$ cat src/rtl/hex_ascii_word_parser.sv
// hex_ascii_word_parser
// Assembles a stream of ASCII hex digits into a binary word. Words are
// delimited by CR, LF or space and handed downstream on a valid/ready port.
// A malformed token raises a one-cycle error pulse with a sticky code, and
// the rest of that token is dropped up to the next terminator.
module hex_ascii_word_parser #(
    parameter int DIGITS = 4
) (
    input  logic                         clk,
    input  logic                         rst,
    input  logic [7:0]                   char_in,
    input  logic                         char_valid,
    output logic                         char_ready,
    output logic [4*DIGITS-1:0]          word_out,
    output logic [$clog2(DIGITS+1)-1:0]  digit_count,
    output logic                         word_valid,
    input  logic                         word_ready,
    output logic                         err,
    output logic [1:0]                   err_code
);

    localparam int W  = 4 * DIGITS;
    localparam int CW = $clog2(DIGITS + 1);

    typedef enum logic [1:0] {
        IDLE  = 2'd0,
        ACCUM = 2'd1,
        HOLD  = 2'd2,
        SKIP  = 2'd3
    } state_t;

    state_t          state_q, state_d;
    logic [W-1:0]    acc_q, acc_d;
    logic [CW-1:0]   count_q, count_d;
    logic [W-1:0]    word_q, word_d;
    logic [CW-1:0]   dcount_q, dcount_d;
    logic            valid_q, valid_d;
    logic            err_q, err_d;
    logic [1:0]      errCode_q, errCode_d;

    logic            isDigit;
    logic            isTerm;
    logic [3:0]      nibble;
    logic            accept;

    // Classify the incoming character as hex digit, terminator or invalid.
    always_comb begin
        isDigit = 1'b0;
        isTerm  = 1'b0;
        nibble  = 4'd0;
        if (char_in >= 8'h30 && char_in <= 8'h39) begin
            isDigit = 1'b1;
            nibble  = char_in[3:0];
        end else if ((char_in >= 8'h41 && char_in <= 8'h46) ||
                     (char_in >= 8'h61 && char_in <= 8'h66)) begin
            isDigit = 1'b1;
            nibble  = char_in[3:0] + 4'd9;
        end else if (char_in == 8'h0D || char_in == 8'h0A || char_in == 8'h20) begin
            isTerm  = 1'b1;
        end
    end

    assign accept = char_valid && char_ready;

    // State register.
    always_ff @(posedge clk or posedge rst) begin
        if (rst) begin
            state_q <= IDLE;
        end else begin
            state_q <= state_d;
        end
    end

    // Next-state logic together with the accumulator and output-register updates.
    always_comb begin
        state_d   = state_q;
        acc_d     = acc_q;
        count_d   = count_q;
        word_d    = word_q;
        dcount_d  = dcount_q;
        valid_d   = valid_q;
        err_d     = 1'b0;
        errCode_d = errCode_q;
        case (state_q)
            IDLE, ACCUM: begin
                if (accept) begin
                    if (isDigit) begin
                        if (count_q == CW'(DIGITS)) begin
                            err_d     = 1'b1;
                            errCode_d = 2'b01;
                            acc_d     = '0;
                            count_d   = '0;
                            state_d   = SKIP;
                        end else begin
                            acc_d   = (acc_q << 4) | W'(nibble);
                            count_d = count_q + CW'(1);
                            state_d = ACCUM;
                        end
                    end else if (isTerm) begin
                        if (state_q == ACCUM) begin
                            word_d   = acc_q;
                            dcount_d = count_q;
                            valid_d  = 1'b1;
                            state_d  = HOLD;
                        end
                    end else begin
                        err_d     = 1'b1;
                        errCode_d = 2'b10;
                        acc_d     = '0;
                        count_d   = '0;
                        state_d   = SKIP;
                    end
                end
            end
            HOLD: begin
                if (word_ready) begin
                    valid_d = 1'b0;
                    acc_d   = '0;
                    count_d = '0;
                    state_d = IDLE;
                end
            end
            SKIP: begin
                if (accept && isTerm) begin
                    acc_d   = '0;
                    count_d = '0;
                    state_d = IDLE;
                end
            end
            default: begin
                state_d = IDLE;
            end
        endcase
    end

    // Datapath and registered outputs; word and count persist after the handshake.
    always_ff @(posedge clk or posedge rst) begin
        if (rst) begin
            acc_q     <= '0;
            count_q   <= '0;
            word_q    <= '0;
            dcount_q  <= '0;
            valid_q   <= 1'b0;
            err_q     <= 1'b0;
            errCode_q <= 2'b00;
        end else begin
            acc_q     <= acc_d;
            count_q   <= count_d;
            word_q    <= word_d;
            dcount_q  <= dcount_d;
            valid_q   <= valid_d;
            err_q     <= err_d;
            errCode_q <= errCode_d;
        end
    end

    // Output decode: input is stalled only while a word waits for downstream.
    always_comb begin
        char_ready  = (state_q != HOLD);
        word_out    = word_q;
        digit_count = dcount_q;
        word_valid  = valid_q;
        err         = err_q;
        err_code    = errCode_q;
    end

endmodule

$ cat config.mk
export PLATFORM = sky130hd
export DESIGN_NAME = hex_ascii_word_parser
export DESIGN_NICKNAME = d
export VERILOG_FILES = /design/src/rtl/hex_ascii_word_parser.sv
export SDC_FILE = /design/constraint.sdc
export NUM_CORES = 1
export LEC_CHECK = 0
export ABC_AREA = 1
export BUFFER_PORTS_ARGS = -buffer_cell sky130_fd_sc_hd__buf_2
export CAP_MARGIN = 20
export CELL_PAD_IN_SITES_DETAIL_PLACEMENT = 1
export CELL_PAD_IN_SITES_GLOBAL_PLACEMENT = 2
export CORE_MARGIN = 1.5
export CORE_UTILIZATION = 36
export CTS_CLUSTER_DIAMETER = 150
export DETAILED_ROUTE_END_ITERATION = 12
export PLACE_DENSITY = 0.91
export SLEW_MARGIN = 0
export SYNTH_ARGS = -nofsm -noshare
export SYNTH_HDL_FRONTEND = slang
export SYNTH_SLANG_ARGS = --single-unit
$ cat constraint.sdc
create_clock -name clk -period 3.8 [get_ports clk]
set_input_delay 0.57 -clock clk [delete_from_list [all_inputs] [get_ports clk]]
set_output_delay 0.57 -clock clk [all_outputs]
set_load 0.005 [all_outputs]
==> flow_metrics.tcl <==
set metrics [dict create \
    postLayoutCellArea_um2 2890 \
    min_path_type "in2async" \
    ys_types 26 \
    globalplace.congestion 0.803 \
    area_growth_pct 12.9 \
    finalSetupViolCount 0 \
    synth_area_um2 2560 \
    maxCapViolCount 0 \
    max_slew_margin_pct 62.2 \
    drc 0 \
    clk_pin_slew_worst_paths_ps 90 \
    clockBufferDepth 2 \
    grt_pass1_vias 2342 \
    finalHoldViolCount 0 \
    wire_per_inst_um 12.9 \
    io_buffers 35 \
    dp_cells 451 \
    grt_max_degree 45 \
    critPathLaunch "state_q[0]" \
    finalNonFillerCells 459 \
    grt_first_pass_wirelength_mm 10.6 \
    p_leak_nw 1.58 \
    fin_util_pct 42.3 \
    vias_per_cell 4.69 \
    netlist.area_leader.share_pct 43.0 \
    clock_latency_ps 300 \
    ant_nets 0 \
    synth_nets 352 \
    crit_fanout 19 \
    cts.sinks 44 \
    yosys.area.top_type "dfrtp_1" \
    critical_path_required_ps 3990 \
    ir_drop_mv 0.355 \
    cts.hold.buffers_added 0 \
    period_share_pct 53.5 \
    synth_area_leaders "dfrtp_1 43%, nand2_1 16%, nor2_1 6.5%, ha_1 5.4%, nand3_1 5.1%" \
    syn_avg_cell_area_um2 7.78 \
    dpl_cell_area_um2 2770 \
    crit_chain "inv_1, ha_1, nor2_1, o21ai_0, o21ai_0, nand2_2, inv_4, nand2_4, nand2_1, nand2_1" \
    antenna_found_initial 0 \
    r2r-end "acc_q[14]" \
    fin_setup_tns_ps 0 \
    grtUsageTotal_pct 17.8 \
    synth_warnings 0 \
    cts_htree_levels 2 \
    post_cts_buffers 0 \
    slew_viol_final 0 \
    dpl.hpwl_mm 4.47 \
    gr-total-overflow 0 \
    synth_seq_area_share_pct 43.0 \
    yosys_register_bits 44 \
    fillers 890 \
    n_antenna_cell 0 \
    critical_path_class "reg2reg" \
    cts-resized-gates 0 \
    status "completed" \
    reg2reg_from "state_q[0]" \
    pwr_density_cell_nw_per_um2 495 \
    numCtsBuffers 5 \
    die_w_um 87.3 \
    period_needed_ps 2030 \
    hold_slack_ps 386 \
    wl_mm 5.93 \
    boundaryPins 36 \
    endpoint "acc_q[14]" \
    via_count 2151 \
    worstSetupStartpointType "register" \
    rows 30 \
    initial_core_util_pct 37.5 \
    skew_ps 6.55 \
    max_stage_delay_ps 400 \
    slowest_stage "dfrtp_1" \
    die_y_um 87.3 \
    reg2reg_depth 10 \
    fmax_mhz 492 \
    drtPass1Iterations 4 \
    rrSetupSlack_ps 1770 \
    coreArea_um2 6830 \
    synthCells 329 \
    drive_gt1_share_pct 23.7 \
    die-area_um2 7630 \
    cts_tree "yes" \
    detail_route.iter0.violations 93 \
    nNetsFinal 385 \
    rsz0062_at_grt "no" \
    crit_arrival_ps 2220 \
    endpoint_kind "register" \
    cts_root_buf "clkbuf_8" \
    tightest_slew_ps 567 \
]
## metal layers
metal,vias up,part of all wire [%],track usage [%]
li1,1081,-,-
met1,1030,46,20.7
met2,33,50,32.6
met3,7,3.5,3.60
met4,0,1.0,5.48
met5,-,0,0
## worst min path at each step
stage | startpoint | slack, ps | end
floorplan | acc_q[10] | 440 | acc_q[10]
global placement | word_out[15] | 450 | word_out[15]
detailed placement | acc_q[6] | 460 | acc_q[6]
CTS | rst | 410 | word_valid
global route | rst | 450 | word_out[12]
finish | rst | 390 | word_out[13]
## layout make-up
type	instances	area (µm²)	share of cell area, %
repair buffers	36	183	6.32
well taps	96	120	4.16
multi-input cells	239	1220	42.4
clock buffers	6	82.6	2.86
flip-flops and latches	44	1100	38.1
inverters	36	140	4.85
clock inverters	2	38.8	1.34
## cell usage after synthesis
library cell,number
a21oi_1,1
a21oi_2,1
buf_4,1
buf_6,7
clkbuf_1,2
dfrtp_1,44
ha_1,11
inv_1,32
inv_2,2
inv_4,2
nand2_1,107
nand2_2,14
nand2_4,2
nand3_1,26
nand3_2,3
nand3b_1,1
nand4_1,3
nor2_1,44
nor2_2,2
nor2_4,1
nor2_8,1
nor3_1,2
o21ai_0,4
o21ai_1,1
o21ai_2,14
xnor2_1,1
## worst max-delay path: cells and delay by family, from the launching register on
family	cells	cell delay [ps]
AND/OR/NAND/NOR	5	720
buffers and inverters	2	280
adder cells (fa/ha/maj)	1	200
flip-flops	1	400
AO/OA/AOI/OAI	2	330
## through the flow
step / power, mW / setup slack, ps
final: 1.43 / 1770
after CTS: 1.46 / 1710
after global placement: 1.05 / 1670
after global routing: 1.54 / 1530
after floorplan: 0.955 / 2090
after detailed placement: 1.06 / 1600
## logic make-up (layout without fill, tap and decap cells)
| logic type | Yosys count | in the layout | synth area share, % |
|---|---|---|---|
| AND/OR/NAND/NOR | 206 | 206 | 35.8 |
| adder cells (fa/ha/maj) | 11 | 11 | 5.38 |
| XOR/XNOR | 1 | 1 | 0.342 |
| buffers and inverters | 46 | 80 | 9.14 |
| AO/OA/AOI/OAI | 21 | 21 | 6.30 |
| flip-flops | 44 | 44 | 43.0 |
## sequential cells by signal, summed over array words and instances, names as in the netlist
name,flops
acc_q,16
word_out,16
count_q,3
digit_count,3
err_code,2
state_q,2
err,1
word_valid,1
## layout by cell type (no fill, tap or decap), types with 3 or more instances in the layout
| cell type | synthesis | layout |
|---|---|---|
| nand2_1 | 107 | 107 |
| inv_1 | 32 | 31 |
| buf_2 | 0 | 35 |
| nand3_2 | 3 | 3 |
| clkbuf_8 | 0 | 6 |
| nor2_1 | 44 | 44 |
| o21ai_2 | 14 | 14 |
| ha_1 | 11 | 11 |
| dfrtp_1 | 44 | 44 |
| nand4_1 | 3 | 3 |
| nand3_1 | 26 | 26 |
| nand2_2 | 14 | 14 |
| o21ai_0 | 4 | 4 |
## power breakdown
group	internal, mW	switching (mW)	leakage (nW)
combinational	0.134	0.372	0.912
sequential	0.510	0.0273	0.605
clock	0.215	0.173	0.0614
(Power assumes the default switching activity.)
